==> src/rtl/sort_pkg.sv <==
// Shared definitions for the sort_ctrl block: FSM encodings and default geometry.
// Imported by the controller and the compare-and-swap unit.
package sort_pkg;

  typedef enum logic [1:0] {
    ST_LOAD  = 2'd0,
    ST_SORT  = 2'd1,
    ST_DRAIN = 2'd2
  } state_t;

  localparam int DEF_WIDTH = 8;
  localparam int DEF_DEPTH = 8;

endpackage : sort_pkg

==> src/rtl/cmp_swap.sv <==
// Combinational compare-and-swap: orders two unsigned values and flags whether they were out of order.
// Equal inputs are reported as in order, which keeps the bubble sort stable.
module cmp_swap #(
  parameter int WIDTH = sort_pkg::DEF_WIDTH
) (
  input  logic [WIDTH-1:0] a,
  input  logic [WIDTH-1:0] b,
  output logic [WIDTH-1:0] lo,
  output logic [WIDTH-1:0] hi,
  output logic             swap
);

  assign swap = (a > b);
  assign lo   = swap ? b : a;
  assign hi   = swap ? a : b;

endmodule : cmp_swap

==> src/rtl/sort_ctrl.sv <==
// Block sorter: loads DEPTH bytes, bubble-sorts them with one shared comparator, then streams them out.
// Passes terminate early as soon as a full pass makes no swap.
module sort_ctrl
  import sort_pkg::*;
#(
  parameter int WIDTH = DEF_WIDTH,
  parameter int DEPTH = DEF_DEPTH
) (
  input  logic             clk,
  input  logic             rst,
  input  logic [WIDTH-1:0] in_data,
  input  logic             in_valid,
  output logic             in_ready,
  output logic [WIDTH-1:0] out_data,
  output logic             out_valid,
  input  logic             out_ready,
  output logic             out_last,
  output logic             busy
);

  localparam int IW = $clog2(DEPTH);
  localparam logic [IW-1:0] LAST_IDX = IW'(DEPTH - 1);
  localparam logic [IW-1:0] PASS_MAX = IW'(DEPTH - 2);

  state_t r_state;
  state_t w_state_next;

  logic [WIDTH-1:0] r_buf [DEPTH];
  logic [IW-1:0]    r_wr_idx;
  logic [IW-1:0]    r_rd_idx;
  logic [IW-1:0]    r_j;
  logic [IW-1:0]    r_pass;
  logic             r_swapped;

  logic [IW-1:0]    w_j_nxt;
  logic [IW-1:0]    w_pass_limit;
  logic [WIDTH-1:0] w_lo;
  logic [WIDTH-1:0] w_hi;
  logic             w_swap;
  logic             w_pass_end;
  logic             w_sort_done;
  logic             w_load_fire;
  logic             w_drain_fire;
  logic             w_last_out;

  assign w_j_nxt      = r_j + IW'(1);
  assign w_pass_limit = PASS_MAX - r_pass;
  assign w_pass_end   = (r_j == w_pass_limit);
  // The swap decided this cycle counts toward the pass, so fold it in before testing for "no swaps".
  assign w_sort_done  = w_pass_end && (!(r_swapped || w_swap) || (r_pass == PASS_MAX));

  assign w_load_fire  = (r_state == ST_LOAD) && in_valid;
  assign w_drain_fire = (r_state == ST_DRAIN) && out_ready;
  assign w_last_out   = (r_state == ST_DRAIN) && (r_rd_idx == LAST_IDX);

  cmp_swap #(.WIDTH(WIDTH)) u_cmp (
    .a    (r_buf[r_j]),
    .b    (r_buf[w_j_nxt]),
    .lo   (w_lo),
    .hi   (w_hi),
    .swap (w_swap)
  );

  always_ff @(posedge clk) begin
    if (rst) r_state <= ST_LOAD;
    else     r_state <= w_state_next;
  end

  always_comb begin
    w_state_next = r_state;
    case (r_state)
      ST_LOAD:  if (w_load_fire && (r_wr_idx == LAST_IDX)) w_state_next = ST_SORT;
      ST_SORT:  if (w_sort_done) w_state_next = ST_DRAIN;
      ST_DRAIN: if (w_drain_fire && w_last_out) w_state_next = ST_LOAD;
      default:  w_state_next = ST_LOAD;
    endcase
  end

  always_ff @(posedge clk) begin
    if (rst) begin
      r_wr_idx  <= '0;
      r_rd_idx  <= '0;
      r_j       <= '0;
      r_pass    <= '0;
      r_swapped <= 1'b0;
    end else begin
      case (r_state)
        ST_LOAD: begin
          if (w_load_fire) begin
            r_wr_idx <= (r_wr_idx == LAST_IDX) ? '0 : r_wr_idx + IW'(1);
            if (r_wr_idx == LAST_IDX) begin
              r_pass    <= '0;
              r_j       <= '0;
              r_swapped <= 1'b0;
            end
          end
        end
        ST_SORT: begin
          if (!w_pass_end) begin
            r_j       <= w_j_nxt;
            r_swapped <= r_swapped | w_swap;
          end else if (w_sort_done) begin
            r_rd_idx <= '0;
          end else begin
            r_pass    <= r_pass + IW'(1);
            r_j       <= '0;
            r_swapped <= 1'b0;
          end
        end
        ST_DRAIN: begin
          if (w_drain_fire) begin
            r_rd_idx <= w_last_out ? '0 : r_rd_idx + IW'(1);
            if (w_last_out) r_wr_idx <= '0;
          end
        end
        default: ;
      endcase
    end
  end

  // Register array rather than RAM: a sort step reads and writes two entries in the same cycle.
  always_ff @(posedge clk) begin
    if (w_load_fire) begin
      r_buf[r_wr_idx] <= in_data;
    end else if ((r_state == ST_SORT) && w_swap) begin
      r_buf[r_j]     <= w_lo;
      r_buf[w_j_nxt] <= w_hi;
    end
  end

  assign in_ready  = (r_state == ST_LOAD);
  assign out_valid = (r_state == ST_DRAIN);
  assign out_last  = w_last_out;
  assign busy      = (r_state == ST_SORT);
  assign out_data  = r_buf[r_rd_idx];

endmodule : sort_ctrl

==> config.mk <==
export PLATFORM = sky130hd
export DESIGN_NAME = sort_ctrl
export DESIGN_NICKNAME = d
export VERILOG_FILES = /design/src/rtl/sort_pkg.sv /design/src/rtl/cmp_swap.sv /design/src/rtl/sort_ctrl.sv
export SDC_FILE = /design/constraint.sdc
export NUM_CORES = 1
export LEC_CHECK = 0
export BUFFER_PORTS_ARGS = -buffer_cell sky130_fd_sc_hd__buf_4
export CELL_PAD_IN_SITES_DETAIL_PLACEMENT = 0
export CELL_PAD_IN_SITES_GLOBAL_PLACEMENT = 2
export CORE_ASPECT_RATIO = 0.8
export CORE_MARGIN = 8
export CORE_UTILIZATION = 40
export DETAILED_ROUTE_END_ITERATION = 8
export PLACE_DENSITY_LB_ADDON = 0.1
export SYNTH_ARGS = -nofsm -noshare
export SYNTH_HDL_FRONTEND = slang
export SYNTH_HIERARCHICAL = 1
export SYNTH_SLANG_ARGS = --single-unit
==> constraint.sdc <==
create_clock -name clk -period 4.85 [get_ports clk]
set_input_delay 0 -clock clk [delete_from_list [all_inputs] [get_ports clk]]
set_output_delay 0 -clock clk [all_outputs]
set_load 0.05 [all_outputs]
# == Word-level counts from Yosys, hierarchy flattened ==
# Memories as Yosys holds them, arrays and structs flattened. A register that Yosys moved wholly into a read port is not among the register bits.
# Cells that the tools add are included.
# Widths: inputs -> output; s select.
# word_totals
regBits,15
ramBits,64
memories,1
out_inout_bits,12
# op_classes
eq_ne,16
mux,41
reduce_logical,20
bitwise_logic,1
add_sub_neg,5
magnitude_cmp,1
# mem_list
name,words,width,rd,rd_clocked_by_memory_dff,write_ports,line_no,rtl
r_buf,8,8,3,2,2,sort_ctrl.sv:28,logic [WIDTH-1:0] r_buf [DEPTH];
# op_table
operator,count
$mux 3,19
$mux 8,3
$pmux 3 s2,4
$ne 2x1->1 const B,8
$add 3x1->3 const B,4
$reduce_and 4->1,3
$mux 1,10
$eq 3x3->1 const B,3
$gt 8x8->1,1
$reduce_or 8->1,1
$logic_and 1x1->1,7
$mux 2,3
$pmux 2 s3,1
$reduce_bool 2->1,3
$reduce_and 5->1,1
$eq 3x3->1,1
$ne 3x3->1 const B,1
$reduce_and 3->1,1
$sub 3x3->3 const A,1
$eq 2x1->1 const B,1
$eq 2x2->1 const B,1
$logic_not 2->1,1
$logic_or 1x1->1,2
$ne 2x2->1 const B,1
3 further kinds,3

# == Longest topological paths before layout ==
# Gate-level depths: netlist of the first run.
# An unclocked memory read counts as a cell.
# logic_depth
ltp_word,12
ltp_mapped,20
ltp_nobuf,15

# == Modules after synthesis ==
# Netlist of the first run, hierarchy kept.
# by_module_without_submodules
module,area_per_inst_um2,cells_each,seq_area_each_um2,instances
sort_ctrl,5536.6,431,2342.2,1
cmp_swap,730.7,87,0.0,1

# == Least setup slack after synthesis of the first run ==
# Ideal clock, no wire load.
# synth_timing
path_kind,register to register
from,reg with a tool-made name
to,"mem r_buf[7][0] (netlist bit), enable pin"
synth_period_minus_slack_ps,4995
t_arrival_ps,4611
path_stages_with_launch,16
setup_ps,384
path_buffers,5
slack_ps,-145
required_ps,4466
cell_sequence,dfxtp_1 -> clkbuf_1 -> buf_2 -> mux4_2 -> mux2_2 -> ha_1 -> a211o_1 -> a211oi_2 -> a31oi_4 -> buf_6 -> and2_2 -> nand3b_1 -> clkbuf_1 -> clkbuf_1 -> a31oi_1 -> o21ai_0
# synth_rtl
item,line_no
"end, declared",sort_ctrl.sv:28

==> metrics.txt, run 1 <==
status=finished clean; Adder-Cell Fraction of Synth Area=3.19%; CTS buffer count=9; Worst Path Max Fanout=11; critical-path cell list=ha_1, xnor2_1, nand2_1, o22ai_1, or2_2, inv_1, ha_1, and4_1, a211oi_2, a31oi_4, and2_2, nand3b_1, buf_4, or3_1, o21ai_2; Syn-to-layout area delta=14.1%; Clock Latency Late Sink=0.36 ns; final non-filler cell area=just over 7000 µm²; multi-input logic area=around 3700 µm²; switching power=478 µW; count of cell types in the netlist=69; LEAKAGE=around 0.0024 µW; fin cells=773; final hold vios=0; Die Y=128 µm; layout cells sized above 1=40.9%; synthesized instance count=518; vias in the first global route=4628; Max Fclk=around 220 MHz; dpl cell area=between 6000 and 7000 µm²; CTS tree=yes; Synth Area in Simple Gates=9.46%; Worst path slowest cell=or3_1; DR vias/cell=around 6.2; clk slew on worst S/H paths=0.06 ns; Final Util=46.0%; CP Buf/Inv Count=2; Total GRT Usage=19.7%; FF+latch count, synth=85; # setup viols final=0; Combinational Power Share=15.3%; CP top delay family=simple AND/OR/NAND/NOR gates; Top FF cell, synth=edfxtp_1; clock share of power=39.7%; DP Cell Count=754; initial core utilization=between 40% and 50%; Die W=between 150 and 200 µm; Synth warnings=6; Slew Viols, Final=0; Synth area leaders=edfxtp_1 (31%), mux2_2 (15%), mux4_2 (11%); Die Area=20000 µm²; startpoint types=flop; Fill cells=~1400; Setup WS post-layout=0.327 ns; Iteration-0 DRC Markers=around 430; clk_skew=0.00804 ns; FFs w/ async S/R, synth=0%; Power Density=250 nW/µm²; antenna cells=0; Seq/Total Area, Yosys=37.4%; FP Rows=41; grt ovf=0; XOR/XNOR Fraction of Synth Area=under 10%; CTS root buffer=clkbuf_16; Final GP Congestion=just under 0.9; sequential cell area=2340 µm²; Worst Path Required=between 4 and 5 ns; most used cell, CP=ha_1; Mapped Area=around 6300 µm²; maximum capacitance violations=0; Least-Margin Pin Slew=~1.3 ns; number of I/O port buffers=23; EDFF count, synth=64; first-pass GRT wire length=about 29 mm; Int Power=around 1300 µW; syn nets=546; Critical Path Sink Type=flop; WP data arrival=4.53 ns; IO Pins=24; total wire length=19.4 mm; Post-route DRC=0; core footprint=15500 µm²; CP max stage delay=about 0.54 ns; Pre-antenna DRT Iters=4; ANT nets after route=0; hold crit path type=primary input to flop; clock sink count=85; Max IR drop VDD=0.205 mV; Syn Area/Cell=12.1 µm²; antenna violations before repair=0; CTS H-tree depth=3; min Tclk post-route=4.52 ns; WL per Instance=~25 µm; sequential share of power=45.0%; Bufs on Longest Clock Path=2; Tot Pwr=1790 µW; post-synthesis mux area share=31.9%; largest family of logic cells by synthesized area=multiplexers; dominant cell type by area after synthesis=edfxtp_1; RSZ-0062 raised after global routing=false; Synth Area in Compound Gates=13.3%; Slew headroom=16.2%; Layout Nets=slightly below 600; Yosys top cell area share=30.7%; Final period util=93.3%; largest net degree at the start of global routing=25; DP Worst Slack=0.0440 ns; DR vias=between 4000 and 5000; HPWL after DPL=14.4 mm; Sw Share=26.7%; kind of critical path=flop to flop
layout by cell type (no fill, tap or decap), drive strengths merged, types with 13 or more instances in the layout:
cell    instances
a31oi          15
edfxtp         64
mux2           84
o221a          16
nor3           16
ha             16
mux4           32
dfxtp          21
mux2i          33
o22ai          19
inv            16
nand2          34
buf            57
a21oi          13
power groups by stage:
stage | Combinational [µW] | Clock (µW) | Sequential [µW]
after detailed placement | 265 | 0 | 821
after floorplan | 186 | 0 | 817
after global placement | 265 | 0 | 820
final | 274 | 709 | 805
after CTS | 268 | 723 | 805
after global routing | 291 | 752 | 806
stage by stage:
stage / hold slack, ns / setup TNS (ns)
5_1_grt: 0.101 / 0
2_1_floorplan: 0.186 / -2.11
4_1_cts: 0.0403 / 0
3_3_place_gp: 0.309 / 0
3_5_place_dp: 0.323 / 0
6_report: 0.0466 / 0
cell families after synthesis:
logic type / count (synthesis)
multiplexers: 149
XOR/XNOR: 6
buffers and inverters: 49
adder cells (fa/ha/maj): 16
AO/OA/AOI/OAI: 105
flip-flops: 85
AND/OR/NAND/NOR: 108
Yosys cell counts, types with 3 or more instances:
master,n
or2_2,10
a22oi_1,8
mux2i_1,33
a21o_1,3
nand2b_1,10
o21ai_0,5
mux2_2,84
a31oi_1,14
a21oi_1,12
o221a_2,6
edfxtp_1,64
or3_1,4
clkbuf_1,21
mux4_2,32
nand4_1,3
ha_1,16
buf_6,4
nand2_1,33
buf_1,3
o22ai_1,19
nor3_1,14
nor2_1,8
o221a_1,10
dfxtp_1,21
a22o_1,6
buf_2,5
inv_1,14
area by class of cell:
class                   instances  area share (%)
well taps                     215            3.76
clock inverters                 6           0.963
inverters                      14           0.735
multi-input cells             384            52.1
repair buffers                 59            6.44
flip-flops and latches         85            32.8
clock buffers                  10            3.20
sequential cells by signal (all words and copies together), names as in the netlist, named ones only:
register and count:
r_buf 64, r_j 3, r_pass 3, r_rd_idx 3, r_wr_idx 3, r_state 2, r_swapped 1
routing by layer:
layer	global-route usage, %	wire length (µm)	vias to the layer above
li1	-	-	2149
met1	29.6	9920	2438
met2	27.6	8030	200
met3	4.92	1220	20
met4	4.21	218	0
met5	0	0	-
tightest hold or removal path: stages:
cell     delay [ns]
buf_4          0.10
a21oi_1        0.08
nor4_1         0.15
final timing paths:
kind,start,endpoint,slack [ns],cells past startpoint
worst min-delay path,in_valid,r_state[0],0.05,3
worst max register to register,r_j[0],r_buf[7][1],0.33,15
worst max-delay path,r_j[0],r_buf[7][1],0.33,15
worst min register to register,r_swapped,r_swapped,0.47,2
repair_timing:
item                       4_1_cts  5_1_grt
gates resized for setup          0        7
setup endpoints to repair        0       56
buffers inserted                 0        1
hold endpoints to repair         8        0
hold buffers                     2        0
(Power assumes the default switching activity.)
==> run 2, diff against run 1 <==
Settings changed: CORE_UTILIZATION 40 to 41, CTS_BUF_LIST set to sky130_fd_sc_hd__clkbuf_4.
==> run 2 against run 1 <==
  * Clock power down 25%
  * Clock skew is 0.013 ns higher
  * Critical path depth is 2 higher
  * Sequential power barely moved
  * Routed wire length is 0.16% higher
  * First-iteration DRC count increased by 25%
  * Final area shrank 0.21%
  * Non-clock buffer count is 15 higher
  * Power is 10% lower
  * Core utilization is 1.7 points higher
  * Count of clock-buffer cells in the layout unchanged
  * Sequential share of layout area is 0.069 points higher
  * Critical path type unchanged
  * Largest power group unchanged
  * Highest routed layer unchanged
==> metrics.txt, run 2 (same netlist as run 1, synthesis figures left out) <==
reg2reg path depth=17; r2r startpoint=r_j[0]; antenna cells=0; Iteration-0 DRC Markers=around 530; crit path capture=r_buf[3][2]; CTS tree=yes; critical-path cell list=ha_1, xor2_2, nand2b_2, buf_4, o22ai_1, or2_2, inv_1, ha_1, and4_1, a211oi_2, a31oi_4, and2_2, nand3b_1, buf_4, or3_1, o21ai_0, buf_4; # setup viols final=0; ANT nets after route=0; DR vias=4810; total wire length=19.4 mm; number of I/O port buffers=23; vias in the first global route=between 4000 and 5000; first-pass GRT wire length=29.6 mm; commonest non-fill, non-tap cell in the layout=mux2_2; Max Fclk=between 200 and 250 MHz; grt ovf=0; most frequent cells in the layout=mux2_2 (84), buf_4 (68), edfxtp_1 (64); Total GRT Usage=between 20% and 30%; largest net degree at the start of global routing=45; Least-Margin Pin Slew=1.04 ns; Die W=about 150 µm; Fill cells=1338; startpoint types=flop; hold crit path type=primary input to flop; Bufs on Longest Clock Path=2; Worst Path Max Fanout=9; fin cells=~760; Worst Setup SP=r_j[0]; DP Worst Slack=0.0182 ns; maximum capacitance violations=0; end of the worst register-to-register path=r_buf[3][2]; Power Density=around 230 nW/µm²; kind of critical path=flop to flop; Tot Pwr=1610 µW; Layout Nets=about 600; Post-route DRC=0; WL per Instance=~25 µm; CTS buffer count=9; Critical Path Sink Type=flop; DP Cell Count=approximately 740; Die Area=19500 µm²; Slew headroom=30.5%; layout cells sized above 1=41.7%; min Tclk post-route=between 4 and 5 ns; antenna violations before repair=0; Max IR drop VDD=roughly 0.15 mV; initial core utilization=between 40% and 50%; flop2flop setup slack=0.28 ns; Syn-to-layout area delta=13.8%; core footprint=approximately 15000 µm²; Largest register FFs=64; most used cell, CP=buf_4; CTS H-tree depth=3; clk slew on worst S/H paths=0.14 ns; Setup WS post-layout=0.276 ns; final hold vios=0; DR vias/cell=6.31; Slew Viols, Final=0; Die Y=127 µm; Pre-antenna DRT Iters=5; WP data arrival=4.76 ns; IO Pins=24; clock sink count=between 80 and 90; LEAKAGE=~0.0024 µW; RSZ-0062 raised after global routing=false; CP max stage delay=0.62 ns; FP Rows=40; CTS root buffer=clkbuf_4; Worst path slowest cell=or3_1; clk_skew=about 0.021 ns; status=finished clean; Clock Latency Late Sink=~0.48 ns; Final period util=a little over nine tenths; Setup TNS=0 ns; HPWL after DPL=14.0 mm; worst hold slack=0.161 ns; Worst Path Required=5.03 ns; Final GP Congestion=around 0.85; largest reg by FF count=r_buf
run 2: layer usage:
layer / GRT usage, % / part of all wire [%] / vias to the layer above
met5: 0 / 0 / -
met4: 4.31 / 1.2 / 0
met3: 4.75 / 6.9 / 17
met2: 29.9 / 44 / 158
met1: 29.2 / 48 / 2448
li1: - / - / 2187
run 2: worst max-delay path: cells and delay by family (launching register included):
| kind | cells | cell delay [ns] |
|---|---|---|
| buffers and inverters | 4 | 0.76 |
| adder cells (fa/ha/maj) | 2 | 0.62 |
| flip-flops | 1 | 0.38 |
| XOR/XNOR | 1 | 0.23 |
| AO/OA/AOI/OAI | 4 | 0.50 |
| AND/OR/NAND/NOR | 6 | 1.78 |
run 2: worst min-delay path by stage:
stage	to	from	cells after the start	slack (ns)
3_3_place_gp	r_pass[0]	rst	2	0.31
6_report	r_buf[4][3]	in_data[3]	4	0.16
4_1_cts	r_buf[4][3]	in_data[3]	4	0.11
5_1_grt	r_buf[3][3]	in_data[3]	4	0.14
2_1_floorplan	r_state[1]	out_ready	3	0.19
3_5_place_dp	r_pass[0]	rst	2	0.31
run 2: per-stage QoR:
| stage | cell area (µm²) | util (%) |
|---|---|---|
| after floorplan | 6270 | - |
| after global placement | 6870 | 45.9 |
| after detailed placement | 6870 | 45.9 |
| after CTS | 7090 | 47.4 |
| after global routing | 7130 | 47.7 |
| final | 7130 | 47.7 |
run 2: report_power, final:
group | total (µW) | internal (µW) | switching, µW
Sequential | 804 | 795 | 9.36
Clock | 530 | 268 | 262
Combinational | 275 | 114 | 161
Total | 1610 | 1180 | 433
run 2: what timing repair did:
action	4_1_cts	5_1_grt
gates resized for setup	1	3
hold buffers	3	0
setup endpoints to repair	5	64
setup buffers	0	4
endpoints found under the hold margin	9	0
cloned	0	0
run 2: cell type report:
class	count	area [µm²]	share of cell area (%)
tap	189	236	3.31
inverter	14	52.6	0.737
sequential	85	2340	32.8
timing repair buffer	74	601	8.42
clock buffer	10	75.1	1.05
clock inverter	6	111	1.56
multi-input combinational	384	3710	52.1
